$ cat src/rtl/game_tick_scheduler.sv
// Frame tick scheduler: turns frame-timer wraps into tick/step strobes and runs
// the ghost mode sequence (scatter/chase alternation, pellet-driven fright).
//
//   state   | meaning
//   --------+-----------------------------------------------------------
//   SCATTER | ghosts head for corners; phase_cnt counts toward SCATTER_TICKS
//   CHASE   | ghosts pursue PacMan; phase_cnt counts toward CHASE_TICKS
//   FRIGHT  | pellet active; phase_cnt frozen, saved_mode restored on expiry
module game_tick_scheduler #(
   parameter int PAC_DIV          = 2,
   parameter int GHOST_DIV        = 3,
   parameter int GHOST_FRIGHT_DIV = 5,
   parameter int SCATTER_TICKS    = 420,
   parameter int CHASE_TICKS      = 1200,
   parameter int FRIGHT_TICKS     = 360,
   parameter int WARN_TICKS       = 120
) (
   input  logic        clock_50,
   input  logic        reset,
   input  logic [27:0] cur_time,
   input  logic [27:0] interval,
   input  logic        enable,
   input  logic        power_pellet,
   output logic        frame_tick,
   output logic        pacman_step,
   output logic        ghost_step,
   output logic [1:0]  mode,
   output logic        ghost_reverse,
   output logic [11:0] fright_remaining,
   output logic        fright_warn
);

   localparam int GMAX  = (GHOST_DIV > GHOST_FRIGHT_DIV) ? GHOST_DIV : GHOST_FRIGHT_DIV;
   localparam int PAC_W = $clog2(PAC_DIV + 1);
   localparam int GW    = $clog2(GMAX + 1);

   typedef enum logic [1:0] {SCATTER = 2'd0, CHASE = 2'd1, FRIGHT = 2'd2} mode_t;

   mode_t            mode_q, mode_nxt, saved_mode, saved_nxt;
   logic [11:0]      phase_cnt, phase_nxt, fright_nxt, phase_last;
   logic [PAC_W-1:0] pac_cnt, pac_nxt;
   logic [GW-1:0]    ghost_cnt, ghost_nxt, ghost_last;
   logic             tick_det, reverse_nxt, fright_entry, fright_exit;
   logic             pstep_nxt, gstep_nxt, warn_nxt;

   assign tick_det   = enable && (cur_time == interval);
   assign mode       = mode_q;
   assign phase_last = (mode_q == SCATTER) ? 12'(SCATTER_TICKS - 1) : 12'(CHASE_TICKS - 1);
   // divisor follows the mode held before the edge, even on the entry edge
   assign ghost_last = (mode_q == FRIGHT) ? GW'(GHOST_FRIGHT_DIV - 1) : GW'(GHOST_DIV - 1);

   always_ff @(posedge clock_50) begin
      if (reset) begin
         mode_q           <= SCATTER;
         saved_mode       <= SCATTER;
         phase_cnt        <= '0;
         fright_remaining <= '0;
         pac_cnt          <= '0;
         ghost_cnt        <= '0;
         frame_tick       <= 1'b0;
         pacman_step      <= 1'b0;
         ghost_step       <= 1'b0;
         ghost_reverse    <= 1'b0;
         fright_warn      <= 1'b0;
      end else begin
         mode_q           <= mode_nxt;
         saved_mode       <= saved_nxt;
         phase_cnt        <= phase_nxt;
         fright_remaining <= fright_nxt;
         pac_cnt          <= pac_nxt;
         ghost_cnt        <= ghost_nxt;
         frame_tick       <= tick_det;
         pacman_step      <= pstep_nxt;
         ghost_step       <= gstep_nxt;
         ghost_reverse    <= reverse_nxt;
         fright_warn      <= warn_nxt;
      end
   end

   // pellet outranks the tick for mode and fright countdown
   always_comb begin
      mode_nxt     = mode_q;
      saved_nxt    = saved_mode;
      phase_nxt    = phase_cnt;
      fright_nxt   = fright_remaining;
      reverse_nxt  = 1'b0;
      fright_entry = 1'b0;
      fright_exit  = 1'b0;
      if (power_pellet) begin
         mode_nxt   = FRIGHT;
         fright_nxt = 12'(FRIGHT_TICKS);
         if (mode_q != FRIGHT) begin
            saved_nxt    = mode_q;
            reverse_nxt  = 1'b1;
            fright_entry = 1'b1;
         end
      end else if (tick_det) begin
         if (mode_q == FRIGHT) begin
            if (fright_remaining == 12'd1) begin
               fright_nxt  = '0;
               mode_nxt    = saved_mode;
               fright_exit = 1'b1;
            end else begin
               fright_nxt = fright_remaining - 12'd1;
            end
         end else if (phase_cnt == phase_last) begin
            if (mode_q == SCATTER) mode_nxt = CHASE;
            else                   mode_nxt = SCATTER;
            phase_nxt   = '0;
            reverse_nxt = 1'b1;
         end else begin
            phase_nxt = phase_cnt + 12'd1;
         end
      end
   end

   always_comb begin
      pac_nxt   = pac_cnt;
      ghost_nxt = ghost_cnt;
      pstep_nxt = 1'b0;
      gstep_nxt = 1'b0;
      if (tick_det) begin
         if (pac_cnt == PAC_W'(PAC_DIV - 1)) begin
            pstep_nxt = 1'b1;
            pac_nxt   = '0;
         end else begin
            pac_nxt = pac_cnt + 1'b1;
         end
         if (ghost_cnt == ghost_last) begin
            gstep_nxt = 1'b1;
            ghost_nxt = '0;
         end else begin
            ghost_nxt = ghost_cnt + 1'b1;
         end
      end
      if (fright_entry || fright_exit) ghost_nxt = '0;
      warn_nxt = (mode_nxt == FRIGHT) && (fright_nxt <= 12'(WARN_TICKS));
   end

endmodule

$ cat config.mk
export PLATFORM = sky130hd
export DESIGN_NAME = game_tick_scheduler
export DESIGN_NICKNAME = d
export VERILOG_FILES = /design/src/rtl/game_tick_scheduler.sv
export SDC_FILE = /design/constraint.sdc
export NUM_CORES = 1
export LEC_CHECK = 0
export ABC_AREA = 1
export CAP_MARGIN = 0
export CORE_MARGIN = 2
export CORE_UTILIZATION = 30
export DETAILED_ROUTE_END_ITERATION = 10
export PLACE_DENSITY = 0.55
export SLEW_MARGIN = 20
export SYNTH_ARGS = -nofsm -noshare
export SYNTH_HDL_FRONTEND = slang
export SYNTH_SLANG_ARGS = --single-unit
export TNS_END_PERCENT = 5
$ cat constraint.sdc
create_clock -name clock_50 -period 2.3 [get_ports clock_50]
set_clock_uncertainty 0.1 [all_clocks]
set_input_delay 0.23 -clock clock_50 [delete_from_list [all_inputs] [get_ports clock_50]]
set_output_delay 0.23 -clock clock_50 [all_outputs]
set_load 0.03 [all_outputs]
==> run_results.csv <==
group,metric,value,unit
clock_network,clk_pin_slew,0.06,ns
worst_hold_path,hold_class,"reg2reg",
yosys,ys_types,36,
detailed_routing,drtIter0Drc,193,
yosys,synth_seq_cells,38,
yosys,synth_top_area_cell,"nand2_1",
clock_network,cts_resized,0,
layout,area_growth,44.86,%
yosys,synth_area,3472,sq um
worst_hold_path,min_to,"pac_cnt[1]",
yosys,yosys.area.top_type_share,25.73,%
sta,slew_viol_final,0,
layout,diodes,0,
sta,worst_pin_slew,0.3888,ns
clock_network,cts.path.max_buffers,2,
layout,nets,870,
power_and_ir_drop,p_per_area,364.7,nW/um^2
clock_network,postCtsSetupRepairBufs,0,
layout,final_cell_mix,"238 x nand2_1, 131 x inv_1, 96 x nor2_1, 76 x clkdlybuf4s50_1, 61 x buf_4",
clock_network,cts_made_buffers,5,
layout,final_cells,949,
placement,io_buffers,78,
power_and_ir_drop,power_leakage,2.608,nW
layout,fin_util,44.24,%
global_route,grt_util_all_layers,17.66,%
setup_path,path_max_fanout,11,
detailed_routing,drc,0,
sta,hold-worst-slack,0.3332,ns
global_route,antenna_found_initial,0,
floorplan,row_count,39,
setup_path,critPathRequiredTime,2.37,ns
placement,gp_congestion,0.8986,
setup_path,crit_type,"in2reg",
clock_network,cts_tree,"done",
global_route,grt_pass1_wl,18.30,mm
power_and_ir_drop,ir_worst_vdd,0.2667,mV
worst_hold_path,min_path_cells,2,
placement,dp_hpwl,9.142,mm
sta,rsz0062_at_grt,"true",
detailed_routing,drt_pre_antenna_iters,5,
global_route,grt_max_degree,17,
clock_network,holdBufCountCts,0,
sta,setup_ws,0.1901,ns
clock_network,cts-root-buf,"clkbuf_16",
yosys,syn_avg_cell_area,5.221,sq um
yosys,synth_ff_type,"dfxtp_1",
placement,placedCellCount,942,
floorplan,core,11370,sq um
detailed_routing,wl_per_cell,11.40,microns
floorplan,start_util,30.54,%
run_status,status,"complete, no violations",
floorplan,die_x,111.6,microns
setup_path,endpoint_kind,"flop",
setup_path,cpPeakStageDelay,0.53,ns
floorplan,die_h,111.6,microns
yosys,ys_seq_area_share,21.91,%
sta,fin_crit,2.110,ns
setup_path,rrSetupSlack,0.23,ns
yosys,synth_nets,729,
global_route,overflow,0,
floorplan,io_pins,79,
setup_path,rr_worst_depth,12,
sta,tns,0,ns
setup_path,path_common_cell,"nand2_1",
sta,fin_crit_sh,91.74,%
yosys,yosys_warnings,0,
placement,dpl_worst_slack,-0.1629,ns
clock_network,clock-sinks,38,
detailed_routing,dr_total_vias,4288,
global_route,grt_pass1_vias,4073,
detailed_routing,vias_per_cell,4.518,
setup_path,crit_slowest_cell,"clkdlybuf4s50_1",
setup_path,r2r_end,"fright_warn",
clock_network,worstSkewPairLatency,0.28,ns
yosys,yosys-top-cells-area,"nand2_1 26%, dfxtp_1 22%, inv_1 14%",
layout,layout_commonest_cell,"nand2_1",
yosys,async_flop_share,0,%
layout,drive_gt1_share,11.04,%
yosys,syn_inst,665,
yosys,synth_edf_count,0,
detailed_routing,drtAntennaViolNets,0,
setup_path,reg2reg_from,"fright_remaining[1]",
floorplan,dieArea,12450,sq um
setup_path,crit_chain,"clkdlybuf4s50_1, inv_1, nand2_1, nand2_1, nor2_1, nand2_1, inv_1, nand2_1, nor2_2, nand2_1, buf_6, nand2_1, nand3_1, nor2_1, nand3_1, nand2_1, a21oi_1",
sta,hold_viol,0,
setup_path,critPathLaunchType,"input pin",
flow_run,drv_cap,0,
detailed_routing,routed_wl,10.82,mm
sta,relSlewSlack,73.41,%
sta,fmaxAchievable,0.4739,GHz
clock_network,htreeDepth,2,
worst_hold_path,worstHoldStart,"pac_cnt[1]",
setup_path,arrival,2.18,ns
sta,setup_viol_count_final,0,
[cells by family (layout without fill, tap and decap cells)]
family,count (synthesis),after routing,share of synthesized area (%)
DFF,38,38,21.91
and+or+nand+nor,421,421,50.41
AOI/OAI and AO/OA,49,49,7.712
buffers and inverters,141,282,15.50
adders and majority gates,4,4,1.441
xor gates and xnor gates,12,12,3.027
[synth_stat cells, types with 5 or more instances]
cell / instances
nand3_1: 42
nor4_1: 5
dfxtp_1: 38
nor3_1: 11
o21ai_0: 22
nand4_1: 7
a21oi_1: 17
xor2_1: 8
nand2_1: 238
inv_1: 132
nor2_1: 102
[final cells by class]
| type | instances | area, sq um |
|---|---|---|
| clock buffer | 5 | 125.1 |
| clock inverter | 2 | 10.01 |
| fill | 1241 | 6340 |
| inverter | 135 | 506.7 |
| multi-input combinational | 486 | 2193 |
| sequential | 38 | 760.7 |
| tap | 143 | 178.9 |
| timing repair buffer | 140 | 1255 |
[stage by stage]
| stage | power, W | area (sq um) |
|---|---|---|
| finish | 0.001835 | 5030 |
| global route | 0.001946 | 5030 |
| CTS | 0.001849 | 5001 |
| detailed placement | 0.001191 | 4866 |
| global placement | 0.001185 | 4866 |
| floorplan | 0.0009368 | 3472 |
[metal layers]
metal | GRT usage, % | vias up | share of wire [%]
met4 | 3.374 | 0 | 0.85
li1 | - | 2294 | -
met5 | 0 | - | 0
met2 | 29.84 | 105 | 45
met3 | 3.375 | 8 | 4.8
met1 | 23.70 | 1881 | 49
[state kept, by name (all words and copies together), names as in the netlist]
| name | count |
|---|---|
| mode | 2 |
| fright_remaining | 12 |
| saved_mode | 2 |
| ghost_cnt | 3 |
| phase_cnt | 12 |
| ghost_reverse | 1 |
| fright_warn | 1 |
| ghost_step | 1 |
| pac_cnt | 2 |
| pacman_step | 1 |
| frame_tick | 1 |
[power breakdown]
group          switching [W]  total, W  internal (W)
logic               0.000265  0.000504      0.000239
clock network       0.000264  0.000655      0.000391
registers         0.00000900  0.000675      0.000666
[critical path, delay by kind of cell]
family	cells	cell delay (ns)
simple gates	12	1.09
buf+inv	4	0.80
compound gates	1	0.05
[worst max-delay path by stage]
stage	startpoint	to	slack, ns	depth (start not counted)
global route	cur_time[24]	phase_cnt[7]	-0.003	15
CTS	interval[23]	fright_warn	0.12	17
detailed placement	interval[23]	fright_warn	-0.16	17
global placement	interval[23]	fright_warn	-0.18	17
floorplan	fright_remaining[0]	ghost_cnt[2]	0.27	8
finish	interval[23]	fright_warn	0.19	17
Note: power is estimated with default switching activity, not from simulation.
